==> config.mk <==
export PLATFORM = sky130hd
export DESIGN_NAME = dcp_dispatch
export DESIGN_NICKNAME = d
export VERILOG_FILES = /design/src/rtl/dcp_dispatch.sv
export SDC_FILE = /design/constraint.sdc
export NUM_CORES = 1
export LEC_CHECK = 0
export CAP_MARGIN = 20
export CORE_AREA = 5 5 265 267
export CTS_CLUSTER_DIAMETER = 200
export CTS_CLUSTER_SIZE = 12
export DETAILED_ROUTE_END_ITERATION = 8
export DIE_AREA = 0 0 270 272
export GPL_TIMING_DRIVEN = 0
export SLEW_MARGIN = 10
export SYNTH_ARGS = -nofsm -noshare
export SYNTH_HDL_FRONTEND = slang
export SYNTH_HIERARCHICAL = 1
export SYNTH_SLANG_ARGS = --single-unit
==> constraint.sdc <==
create_clock -name clk -period 6 [get_ports clk]
set_clock_uncertainty 0.2 [all_clocks]
set_input_delay 1.2 -clock clk [delete_from_list [all_inputs] [get_ports clk]]
set_output_delay 1.2 -clock clk [all_outputs]
set_load 0.01 [all_outputs]
==> src/rtl/dcp_dispatch.sv <==
// ----------------------------------------------------------------------------
// dcp_dispatch - debug control panel command dispatcher
//
// Reads the first character of a command through the SCAN handshake and
// matches it against a table of NCH command codes. It then hands the
// SCAN/PRINT handshakes, debug address and CPU step clock to the matching
// child handler until that handler raises finish. Unknown characters,
// flagged scans and hung handlers are reported over PRINT as the word
// {"E","R",kind,char}. Errors are counted in a saturating 8-bit counter.
//
// Ports
//   clk, rstn                   clock, async active-low reset
//   req_rx/type_rx/ack_rx/      SCAN handshake (char/word mode, done pulse,
//   flag_rx/din_rx              terminator flag, data)
//   req_tx/type_tx/dout_tx/     PRINT handshake
//   ack_tx
//   sel                         one-hot active-channel enable
//   abort                       one-cycle abort pulse to a timed-out channel
//   ch_*                        per-channel handshake, data, address, control
//   addr, clk_cpu               debug address / CPU step clock of the active
//                               channel
//   busy, err_cnt, cs           status: not idle, error count, state code
// ----------------------------------------------------------------------------

// Per-channel code comparator.
module dcp_match (
   input  logic [7:0] code,
   input  logic [7:0] ch,
   output logic       hit
);
   assign hit = (code == ch);
endmodule

module dcp_dispatch #(
   parameter int                NCH       = 8,
   parameter logic [NCH*8-1:0]  CMD_CODES = {"L","G","B","T","P","I","D","R"},
   parameter int                TO_W      = 24,
   parameter logic [TO_W-1:0]   TO_MAX    = 24'hFF_FFFF
) (
   input  logic                  clk,
   input  logic                  rstn,
   // SCAN
   output logic                  req_rx,
   output logic                  type_rx,
   input  logic                  ack_rx,
   input  logic                  flag_rx,
   input  logic [31:0]           din_rx,
   // PRINT
   output logic                  req_tx,
   output logic                  type_tx,
   output logic [31:0]           dout_tx,
   input  logic                  ack_tx,
   // children
   output logic [NCH-1:0]        sel,
   output logic [NCH-1:0]        abort,
   input  logic [NCH-1:0]        ch_req_rx,
   input  logic [NCH-1:0]        ch_type_rx,
   input  logic [NCH-1:0]        ch_req_tx,
   input  logic [NCH-1:0]        ch_type_tx,
   input  logic [NCH-1:0]        ch_finish,
   input  logic [NCH-1:0]        ch_clk_cpu,
   input  logic [NCH-1:0][31:0]  ch_dout,
   input  logic [NCH-1:0][31:0]  ch_addr,
   // debug bus / status
   output logic [31:0]           addr,
   output logic                  clk_cpu,
   output logic                  busy,
   output logic [7:0]            err_cnt,
   output logic [2:0]            cs
);

   localparam int IW = (NCH > 1) ? $clog2(NCH) : 1;

   typedef enum logic [2:0] {
      S_IDLE    = 3'd0,
      S_REQ_1ST = 3'd1,
      S_RUN     = 3'd2,
      S_ERR     = 3'd3,
      S_DONE    = 3'd4
   } state_t;

   state_t              st;
   logic [IW-1:0]       idx;
   logic [7:0]          kind;
   logic [7:0]          chr;
   logic [TO_W-1:0]     wd;

   logic [NCH-1:0][7:0] codes;
   logic [NCH-1:0]      hit;
   logic                any_hit;
   logic [IW-1:0]       hit_idx;
   logic                rx_ok, tx_ok, fin, to_hit;
   logic                unused_din;

   assign codes      = CMD_CODES;
   assign unused_din = ^din_rx[31:8];

   for (genvar g = 0; g < NCH; g++) begin : g_lane
      dcp_match u_match (.code(codes[g]), .ch(din_rx[7:0]), .hit(hit[g]));
   end

   // Lowest matching index wins, so duplicate codes resolve deterministically.
   always_comb begin
      any_hit = 1'b0;
      hit_idx = '0;
      for (int i = NCH - 1; i >= 0; i--) begin
         if (hit[i]) begin
            any_hit = 1'b1;
            hit_idx = IW'(i);
         end
      end
   end

   // Output mux: zero-latency pass-through of the selected channel in RUN.
   always_comb begin
      req_rx  = 1'b0;
      type_rx = 1'b0;
      req_tx  = 1'b0;
      type_tx = 1'b0;
      dout_tx = '0;
      sel     = '0;
      addr    = '0;
      clk_cpu = 1'b0;
      case (st)
         S_REQ_1ST: req_rx = 1'b1;
         S_RUN: begin
            sel     = NCH'(1) << idx;
            req_rx  = ch_req_rx[idx];
            type_rx = ch_type_rx[idx];
            req_tx  = ch_req_tx[idx];
            type_tx = ch_type_tx[idx];
            dout_tx = ch_dout[idx];
            addr    = ch_addr[idx];
            clk_cpu = ch_clk_cpu[idx];
         end
         S_ERR: begin
            req_tx  = 1'b1;
            type_tx = 1'b1;
            dout_tx = {8'h45, 8'h52, kind, chr};
         end
         default: ;
      endcase
   end

   // Acks only count while the matching request is up.
   assign rx_ok  = ack_rx & req_rx;
   assign tx_ok  = ack_tx & req_tx;
   assign fin    = ch_finish[idx];
   assign to_hit = (TO_MAX != '0) && (wd == TO_MAX);
   assign busy   = (st != S_IDLE);
   assign cs     = st;

   always_ff @(posedge clk or negedge rstn) begin
      if (!rstn) begin
         st      <= S_IDLE;
         idx     <= '0;
         kind    <= '0;
         chr     <= '0;
         wd      <= '0;
         err_cnt <= '0;
         abort   <= '0;
      end else begin
         abort <= '0;
         case (st)
            S_IDLE: st <= S_REQ_1ST;
            S_REQ_1ST: begin
               if (rx_ok) begin
                  chr <= din_rx[7:0];
                  if (flag_rx) begin
                     kind <= 8'h46;
                     st   <= S_ERR;
                  end else if (any_hit) begin
                     idx <= hit_idx;
                     wd  <= '0;
                     st  <= S_RUN;
                  end else begin
                     kind <= 8'h55;
                     st   <= S_ERR;
                  end
               end
            end
            S_RUN: begin
               // Finish beats a simultaneous timeout.
               if (fin) begin
                  st <= S_DONE;
               end else if (to_hit) begin
                  abort <= NCH'(1) << idx;
                  kind  <= 8'h54;
                  chr   <= codes[idx];
                  st    <= S_ERR;
               end else if (rx_ok || tx_ok) begin
                  wd <= '0;
               end else begin
                  wd <= wd + TO_W'(1);
               end
            end
            S_ERR: begin
               if (tx_ok) begin
                  if (err_cnt != 8'hFF) err_cnt <= err_cnt + 8'd1;
                  st <= S_DONE;
               end
            end
            S_DONE:  st <= S_REQ_1ST;
            default: st <= S_IDLE;
         endcase
      end
   end

endmodule
* After elaboration in Yosys (flattened, before gate mapping)
Memories as Yosys holds them, arrays and structs flattened.
Cells that the tools add are included.
** Operators by class
- Eq/ne operators :: 23
- Reductions and logical operators :: 11
- Mux-type cells :: 68
- Magnitude comparators :: 1
- Add/sub/neg operators :: 2
- Shift operators :: 1
- Bitwise logic cells :: 3
** Operator list (number)
- 32-bit binary-select mux with 3-bit select :: 2
- 24-bit two-way mux :: 6
- 8-bit two-way mux :: 13
- 32-bit two-way mux :: 3
- 7-bit by 8-bit equality test with 1-bit output (first input constant) :: 8
- 32-bit case mux with 2 select lines :: 1
- 24-bit case mux with 2 select lines :: 1
- 3-bit two-way mux :: 12
- 8-bit case mux with 2 select lines :: 2
- 24-bit by 1-bit adder with 24-bit output (second input constant) :: 1
- 24-bit equality test (second input constant) :: 1
- 1-bit binary-select mux with 3-bit select :: 6
- 1-bit two-way mux :: 18
- 2-bit inequality test (second input constant) :: 7
- 3-bit case mux with 4 select lines :: 1
- 8-bit by 1-bit adder with 8-bit output (second input constant) :: 1
- 8-bit inequality test (second input constant) :: 1
- 4-bit AND reduction :: 2
- 1-bit by 3-bit << shifter with 8-bit output (first input constant) :: 1
- 3-bit by 2-bit equality test with 1-bit output (second input constant) :: 2
- 3-bit inequality test (second input constant) :: 2
- 1-bit case mux with 2 select lines :: 3
- 3-bit AND reduction :: 2
- 6-bit AND reduction :: 1
- other kinds (11) :: 12
** Storage, ports and cells
- Memories kept :: 1
- Output and inout port bits :: 97
- Bits in read-only memories :: 64
- Word-level logic and storage cells :: 117
- Bits in registers :: 62
- Bits of input ports :: 597
** Memories
- (no name shown) :: depth 8, width 8, read ports 1, clocked after memory_dff 0, write ports 0, line 189 : chr <= codes[idx];

* Longest topological paths before layout
- Depth in word-level cells :: 13
- Gate-level depth with buffers :: 10
- Mapped depth without buffers :: 8

* Cells and area by module
Netlist, hierarchy kept.
** Modules (own cells, without submodules)
- dcp_dispatch :: area each 7639.8 um2, instances 1, seq. area each 1451.4 um2, cells each 693
- dcp_match :: area each 86.3 um2, instances 8, seq. area each 0.0 um2, cells each 11

* Worst setup path after synthesis
No wires, ideal clock.
- Path type :: reg2out
- From :: reg idx[0]
- To :: out dout_tx[14]
- Cell stages (with the launch flop) :: 7
- Data required time :: 4.600 ns
- Path slack :: 2.395 ns
- Data arrival time :: 2.205 ns
- Cells stage by stage :: dfrtp_1 > buf_6 > buf_2 > buf_1 > mux4_2 > a211oi_1 > nor2_1
** Between the ends
- Word-level cells in the longest chain between the ends :: 3
** RTL lines
- start: declaration :: line 83 : logic [IW-1:0] idx;
- start signal: assignment :: line 173 : idx <= hit_idx;
- 32-bit binary-select mux with 3-bit select :: line 132 : dout_tx = ch_dout[idx];
- 32-bit two-way mux (not written as such) :: line 132
- 32-bit case mux with 2 select lines :: line 124 : case (st)
- end: declaration :: line 51 : output logic [31:0] dout_tx,
Every way passes these cells. The select of a mux whose other input is x is not followed.

* Worst setup path after layout
- From :: reg idx[1]
- To :: out dout_tx[21]
The elaborated chain is that of the path after synthesis.

==> flow_metrics.tcl <==
set metrics [dict create \
    drtIter0Drc 664 \
    rows 96 \
    power_mw 3.66 \
    avgSynthCellArea_sq_um 10.7 \
    firstDrtPassIters 5 \
    synth_edf_count 0 \
    wire_per_inst_um 25.1 \
    timing.hold.ws_ns 0.256 \
    postLayoutCellArea_sq_um 16700 \
    place_area_sq_um 16400 \
    numCtsBuffers 9 \
    fmax_mhz 169 \
    grt_pass1_vias 10900 \
    startpoint_type "register" \
    critPathArrivalTime_ns 4.52 \
    p_leak_nw 5.77 \
    synthFlopType "dfrtp_1" \
    antenna_found_initial 24 \
    final_core_util_pct 24.6 \
    clkTransAtPathRegs_ns 0.06 \
    status "finished clean" \
    hp-class "register to register" \
    ios 694 \
    cts_setup_buffers 0 \
    synthArstFlopShare_pct 100 \
    yosysWarnings 6 \
    grt_usage_pct 15.5 \
    dp.cells 2396 \
    final_cells 2416 \
    syn_inst 781 \
    yosys.area.top_type_share_pct 37.8 \
    clockBufferDepth 2 \
    die_h_um 272 \
    required_ns 4.60 \
    setup_viol 0 \
    max_cap_viol_count 0 \
    ys_ff_latch 58 \
    syn_area_sq_um 8330 \
    clk_latency_ns 0.33 \
    hold_viol 0 \
    top_layer_used "met5" \
    timing.final.crit_share_pct 98.7 \
    io_buffer_count 669 \
    h-tree-depth 3 \
    globalplace.congestion 0.960 \
    vdd_ir_drop_max_mv 0.127 \
    fin_ws_ns 0.0777 \
    coreArea_sq_um 67900 \
    yosysSeqAreaShare_pct 17.4 \
    met3_length_um 4460 \
    yosys-top-cells-area "mux4_2 (38%), dfrtp_1 (17%), xnor2_1 (7.4%)" \
    num_vias 10300 \
    cts_tree "built" \
    route.final.wire_length_um 60700 \
    wl_met2_um 32300 \
    cellPowerDensity_nw_per_um2 219 \
    post-route-drc-count 0 \
    dp_hpwl_um 54100 \
    maxSlewHeadroom_pct 32.6 \
    grt_max_degree 59 \
    cp-end-kind "primary output" \
    rsz0062_at_grt "false" \
    start_util_pct 12.3 \
    grt_pass1_wl_um 82700 \
    cts-root-buf "clkbuf_16" \
    synth_cell_type_count 57 \
    clkSinkCount 58 \
    drive_above_1_share_pct 13.0 \
    tightest_slew_ns 1.00 \
    setup_tns_ns 0 \
    syn2layout_area_growth_pct 101 \
    dp_slack_ns 0.367 \
    chipWidth_um 270 \
    path_max_fanout 10 \
    m1WireLength_um 23000 \
    overflow 0 \
    crit_type "register to primary output" \
    vias_per_cell 4.28 \
    yosysTopAreaCell "mux4_2" \
    ant_nets 0 \
    dieArea_sq_um 73400 \
    finalCriticalPeriod_ns 5.92 \
    report.final.slew_viol_count 0 \
    nets 2130 \
]
-- placed cells by master, fill, tap and decap left out, types with 6 or more instances in the layout --
cell type / synthesis / layout
ha_1: 7 / 7
mux2_2: 9 / 9
o21ai_0: 15 / 15
nand2_1: 31 / 31
a21oi_1: 18 / 18
and4_1: 9 / 9
dfrtp_1: 58 / 58
conb_1: 2 / 64
buf_2: 16 / 17
clkbuf_16: 0 / 9
nor2b_1: 19 / 19
nor3_1: 9 / 9
a22o_1: 6 / 6
mux2i_1: 57 / 56
nand3_1: 19 / 19
a211oi_1: 15 / 15
clkbuf_1: 30 / 31
and3_1: 6 / 6
clkdlybuf4s50_1: 0 / 668
mux4_2: 140 / 140
a221o_1: 9 / 9
inv_1: 18 / 18
nor2_1: 110 / 110
nand4_1: 30 / 30
xnor2_1: 70 / 70
buf_1: 16 / 13
-- synthesized netlist by cell type (15+ instances only) --
| cell | number |
|---|---|
| mux4_2 | 140 |
| nor2_1 | 110 |
| xnor2_1 | 70 |
| dfrtp_1 | 58 |
| mux2i_1 | 57 |
| nand2_1 | 31 |
| clkbuf_1 | 30 |
| nand4_1 | 30 |
| nand3_1 | 19 |
| nor2b_1 | 19 |
| a21oi_1 | 18 |
| inv_1 | 18 |
| buf_1 | 16 |
| buf_2 | 16 |
| a211oi_1 | 15 |
| o21ai_0 | 15 |
-- per-layer routing --
layer	track usage, %	vias to the layer above
li1	-	4527
met1	18.3	5139
met2	29.4	608
met3	3.31	64
met4	1.94	4
met5	0	-
-- layout make-up --
class / count / area [sq um]
Antenna cell: 3 / 7.51
Buffer: 66 / 298
Clock buffer: 10 / 229
Clock inverter: 6 / 67.6
Fill cell: 7134 / 51100
Inverter: 18 / 67.6
Multi-Input combinational cell: 701 / 6760
Sequential cell: 58 / 1450
Tap cell: 882 / 1100
Timing Repair Buffer: 672 / 6740
-- cell families (layout without fill, tap and decap cells) --
kind of cell | count (synthesis) | count (layout) | synth area share, %
xor gates and xnor gates | 71 | 71 | 7.46
DFF | 58 | 58 | 17.4
other | 2 | 67 | 0.0902
buffers and inverters | 84 | 772 | 4.31
AOI/OAI and AO/OA | 101 | 101 | 9.01
muxes | 206 | 206 | 45.9
and+or+nand+nor | 252 | 252 | 14.7
adders and majority gates | 7 | 7 | 1.05
-- timing repair --
item,in CTS,in global routing
gates resized for setup,0,3
setup endpoints to repair,0,2
hold buffers,0,0
-- state kept, by name, indices dropped and copies added, names as in the netlist --
| signal | cells |
|---|---|
| wd | 24 |
| abort | 8 |
| chr | 8 |
| err_cnt | 8 |
| kind | 4 |
| cs | 3 |
| idx | 3 |
-- final timing paths --
check	start	to	slack [ns]	depth (start not counted)
max in group asynchronous	rstn	wd[8]	4.34	1
worst min register to register	kind[2]	kind[2]	0.26	2
worst min-delay path	kind[2]	kind[2]	0.26	2
worst max register to register	idx[1]	chr[4]	2.02	10
worst max-delay path	idx[1]	dout_tx[21]	0.08	8
min in group asynchronous	rstn	wd[12]	0.75	1
-- where the power goes --
group / leakage, nW / switching [mW] / internal, mW / total, mW
logic: 4.88 / 1.30 / 1.26 / 2.55
registers: 0.752 / 0.0991 / 0.493 / 0.592
clock network: 0.139 / 0.193 / 0.322 / 0.515
total: 5.77 / 1.59 / 2.07 / 3.66
-- worst max-delay path, cell delays in order (launching register included) --
cell	delay, ns
dfrtp_1	0.48
clkbuf_1	0.30
buf_2	0.45
buf_1	0.55
clkbuf_1	0.54
mux4_2	0.39
mux2i_1	0.69
nor2_1	0.21
clkdlybuf4s50_1	0.56
(Power assumes the default switching activity.)
==> variant 1 (config.mk and constraints unchanged) <==
Register the output `err_cnt` once more, cleared by the reset; this adds one clock of latency there. The other outputs are not delayed to match.
--- a/src/rtl/dcp_dispatch.sv
+++ b/src/rtl/dcp_dispatch.sv
@@ -79,6 +79,8 @@
       S_DONE    = 3'd4
    } state_t;
 
+   logic [7:0] err_cnt_s0;
+
    state_t              st;
    logic [IW-1:0]       idx;
    logic [7:0]          kind;
@@ -157,7 +159,7 @@
          kind    <= '0;
          chr     <= '0;
          wd      <= '0;
-         err_cnt <= '0;
+         err_cnt_s0 <= '0;
          abort   <= '0;
       end else begin
          abort <= '0;
@@ -196,7 +198,7 @@
             end
             S_ERR: begin
                if (tx_ok) begin
-                  if (err_cnt != 8'hFF) err_cnt <= err_cnt + 8'd1;
+                  if (err_cnt_s0 != 8'hFF) err_cnt_s0 <= err_cnt_s0 + 8'd1;
                   st <= S_DONE;
                end
             end
@@ -206,4 +208,12 @@
       end
    end
 
+   always_ff @(posedge clk or negedge rstn) begin
+      if (!rstn) begin
+         err_cnt <= '0;
+      end else begin
+         err_cnt <= err_cnt_s0;
+      end
+   end
+
 endmodule
Check against the original RTL: not equivalent (a bounded check fails within 4 cycles, from zero or initial values and one cycle with rstn low).
==> variant 1 against the original RTL <==
Worst setup slack improved by 0.15 ns; via count decreased by 1.5%; synthesized area increased by 2.0%; wire length increased by 3.1%; non-clock buffer count decreased by 5; die area unchanged; core utilization increased by 0.32 points; final area increased by 1.3%; sequential cell count increased by 8; power decreased by 28%; highest routed layer unchanged.
==> variant 1: results (changes against the original RTL) <==
metric	value	unit	change
placed_cell_area	16560	um^2	+1.0%
drt_wl_total	62580	um	+3.1%
antenna_found_initial	30		+25%
place_congestion	0.9519		-0.80%
hp-class	reg2reg		
slowest_stage	clkdlybuf4s15_1		
drive_gt1_share	13.19	%	+0.19 points
clock_latency	0.34	ns	
slew_headroom	26.14	%	-6.5 points
cp.arrival	4.37	ns	-0.15 ns
syn_inst	775		-0.77%
yosysUniqueCellTypes	54		-5.3%
vias	10180		-1.5%
regMostFlops	wd		
cp_slowest_stage_delay	0.70	ns	
seq_area_frac_synth	19.44	%	+2.0 points
status	complete, no violations		
clk_pin_slew	0.06	ns	about the same
htree_levels	3		unchanged
post-cts-setup-buffers	0		unchanged
grt_pass1_wl	85130	um	+3.0%
dp_worst_setup_slack	0.1173	ns	-0.2495 ns
cts.repair.resized	3		+3
gr-usage-all-layers	16.04	%	+0.58 points
dr.pass1.iters	5		unchanged
cts_made_buffers	9		unchanged
yosys-top-cells-area	mux4_2 36%, dfrtp_1 19%, mux2i_1 8.5%, xnor2_1 7.0%, nor2_1 4.2%		
p_leak	5.611	nW	-2.8%
ir_drop	0.0001321	V	+4.1%
fin_cells	2416		unchanged
final_nets	2123		-0.33%
synth_async_sr_flop_share	100.0	%	unchanged
yosysWarnings	6		unchanged
grt_pass1_vias	11020		+0.77%
critPathMaxFanout	10		unchanged
synthFlopType	dfrtp_1		
netlist_top_cells_count	137 x mux4_2, 95 x nor2_1, 72 x mux2i_1		
cts_root_buffer	clkbuf_16		
portBuffers	669		unchanged
grt_max_degree	55		-6.8%
hpwl	55900	um	+3.3%
clock_path_buffers	2		unchanged
drtIter0Drc	665		+0.15%
largest_register_ffs	24		unchanged
-- variant 1: critical path: cells and delay by family, from the launching register on --
kind | cells | cell delay (ns)
buffers and inverters | 5 | 2.57
multiplexers | 2 | 0.86
flip-flops | 1 | 0.39
AND/OR/NAND/NOR | 1 | 0.18
-- variant 1: layout make-up --
cell class | count | area, um^2
buffer | 62 | 295.3
timing repair buffer | 671 | 6736
sequential | 66 | 1652
clock inverter | 6 | 88.84
tap | 882 | 1104
multi-input combinational | 696 | 6745
clock buffer | 10 | 239.0
inverter | 13 | 48.80
antenna | 10 | 25.02
fill | 7108 | 50930
-- variant 1: final timing paths --
kind                                from           to  slack [ns]  cells after the start
hold reg to reg            err_cnt_s0[5]   err_cnt[5]        0.23                      0
setup reg to reg                  idx[1]       wd[21]        2.82                      9
max in group asynchronous           rstn     abort[4]        4.55                      2
setup / recovery                  idx[1]  dout_tx[15]        0.23                      8
hold / removal             err_cnt_s0[5]   err_cnt[5]        0.23                      0
min in group asynchronous           rstn       wd[14]        0.51                      1
-- variant 1: where the power goes --
part           switching, mW  internal [mW]  total [mW]
Combinational          0.651          0.815        1.47
Sequential            0.0579          0.520       0.578
Clock                  0.201          0.375       0.577
Total                  0.910           1.71        2.62
-- variant 1: metal layers --
layer | track usage, % | wire length, um
met5 | 0 | 30
met4 | 4.051 | 1515
met3 | 3.180 | 4092
met2 | 29.79 | 32900
met1 | 18.93 | 24040
-- variant 1: logic make-up after synthesis --
group | synth area share (%)
AOI/OAI and AO/OA | 9.956
buffers and inverters | 3.903
adders and majority gates | 1.031
xor gates and xnor gates | 7.320
other | 0.08840
muxes | 45.46
and+or+nand+nor | 12.80
DFF | 19.44
==> variant 2 (same settings) <==
Made on the original files. Change the parameter `TO_MAX` from 24'hFF_FFFF to 24'hBFFFFF.
--- a/src/rtl/dcp_dispatch.sv
+++ b/src/rtl/dcp_dispatch.sv
@@ -35,7 +35,7 @@
    parameter int                NCH       = 8,
    parameter logic [NCH*8-1:0]  CMD_CODES = {"L","G","B","T","P","I","D","R"},
    parameter int                TO_W      = 24,
-   parameter logic [TO_W-1:0]   TO_MAX    = 24'hFF_FFFF
+   parameter logic [TO_W-1:0]   TO_MAX    = 24'hBFFFFF
 ) (
    input  logic                  clk,
    input  logic                  rstn,
Formal check against the unedited RTL: no difference found for any inputs over 4 cycles, from zero or initial values and one cycle with rstn low; that may be too few to reach the edited logic, so the function may still have changed.
==> variant 2 against the original RTL <==
Wire length rose by 18%; combinational power up 49%; non-clock buffer count up 2; final area increased by 0.34%; clock power is 2% higher; core utilization rose by 0.085 points; critical path depth is the same; synthesized area increased by 0.33%; synthesized cell count increased by 1.8%; worst setup slack better by 0.20 ns; power up 35%; sequential cell count is the same; hold slack lost 0.00068 ns; largest cell class unchanged.
==> variant 2: results (changes against the original RTL) <==
metric	value	unit	change
period_share	95.34	%	-3.4 points
gr-usage-all-layers	18.57	%	+3.1 points
antenna_found_initial	54		+130%
nNonClkInverters	17		-1
status	complete, no violations		
yosys-top-cells-area	mux4_2 37%, dfrtp_1 17%, mux2i_1 8.6%, xnor2_1 7.1%, nor2_1 4.4%		
routed-wl-met3	5850	um	+31%
place_congestion	0.9149		-4.7%
buf_share	41.91	%	-0.17 points
combinationalPowerShare	76.6	%	+6.9 points
multi_input_cells	714		+1.9%
crit_end	dout_tx[28]		
yosysUniqueCellTypes	60		+5.3%
p_sw_share	45.89	%	+2.5 points
cp_slowest_stage_delay	0.78	ns	+0.09 ns
final_nets	2144		+0.66%
hpwl	64850	um	+20%
netlist_top_cells_count	137 x mux4_2, 99 x nor2_1, 72 x mux2i_1		
seq_area_frac_synth	17.37	%	-0.057 points
met1_usage	18.27	%	-0.032 points
hold_ws	0.2550	ns	-0.0006770 ns
n_antenna_cell	13		+10
multi_input_area_share	40.47	%	+0.055 points
use_met2	36.53	%	+7.1 points
syn_inst	795		+1.8%
multi_input_area	6789	um^2	+0.48%
r2r-end	wd[3]		
grt_pass1_vias	11630		+6.4%
seq_share	8.653	%	-0.030 points
seqPwrFrac	12.8	%	-3.4 points
n_all_buffers	740		+0.27%
vias	10540		+2.0%
wl_per_cell	29.42	um	+17%
cp.arrival	4.32	ns	-0.20 ns
fill_cells	7269		+1.9%
rrSetupSlack	2.35	ns	+0.33 ns
variant 2: changes by cell type in the layout (fill, tap and decap cells not counted), moves of 9 or more:
cell	delta
a211oi_1	-9
a21oi_1	+9
a221o_1	-9
a2bb2oi_1	+13
and4_1	-9
diode_2	+10
mux2i_1	+16
nand2_1	+15
nor2_1	-11
nor2b_1	-10
o21ai_1	+14
variant 2: cell families (layout without fill, tap and decap cells):
kind of cell / count (synthesis) / in the layout / synth area share, %
AOI/OAI and AO/OA: 123 / 123 / 10.60
and+or+nand+nor: 238 / 238 / 13.32
buffers and inverters: 85 / 773 / 4.192
muxes: 211 / 211 / 45.94
adders and majority gates: 7 / 7 / 1.048
DFF: 58 / 58 / 17.37
xor gates and xnor gates: 71 / 71 / 7.440
other: 2 / 77 / 0.08985
variant 2: repair_timing:
action	in CTS	in global routing
setup buffers	0	0
endpoints found under the hold margin	0	0
resized for setup	2	0
setup endpoints to repair	30	0
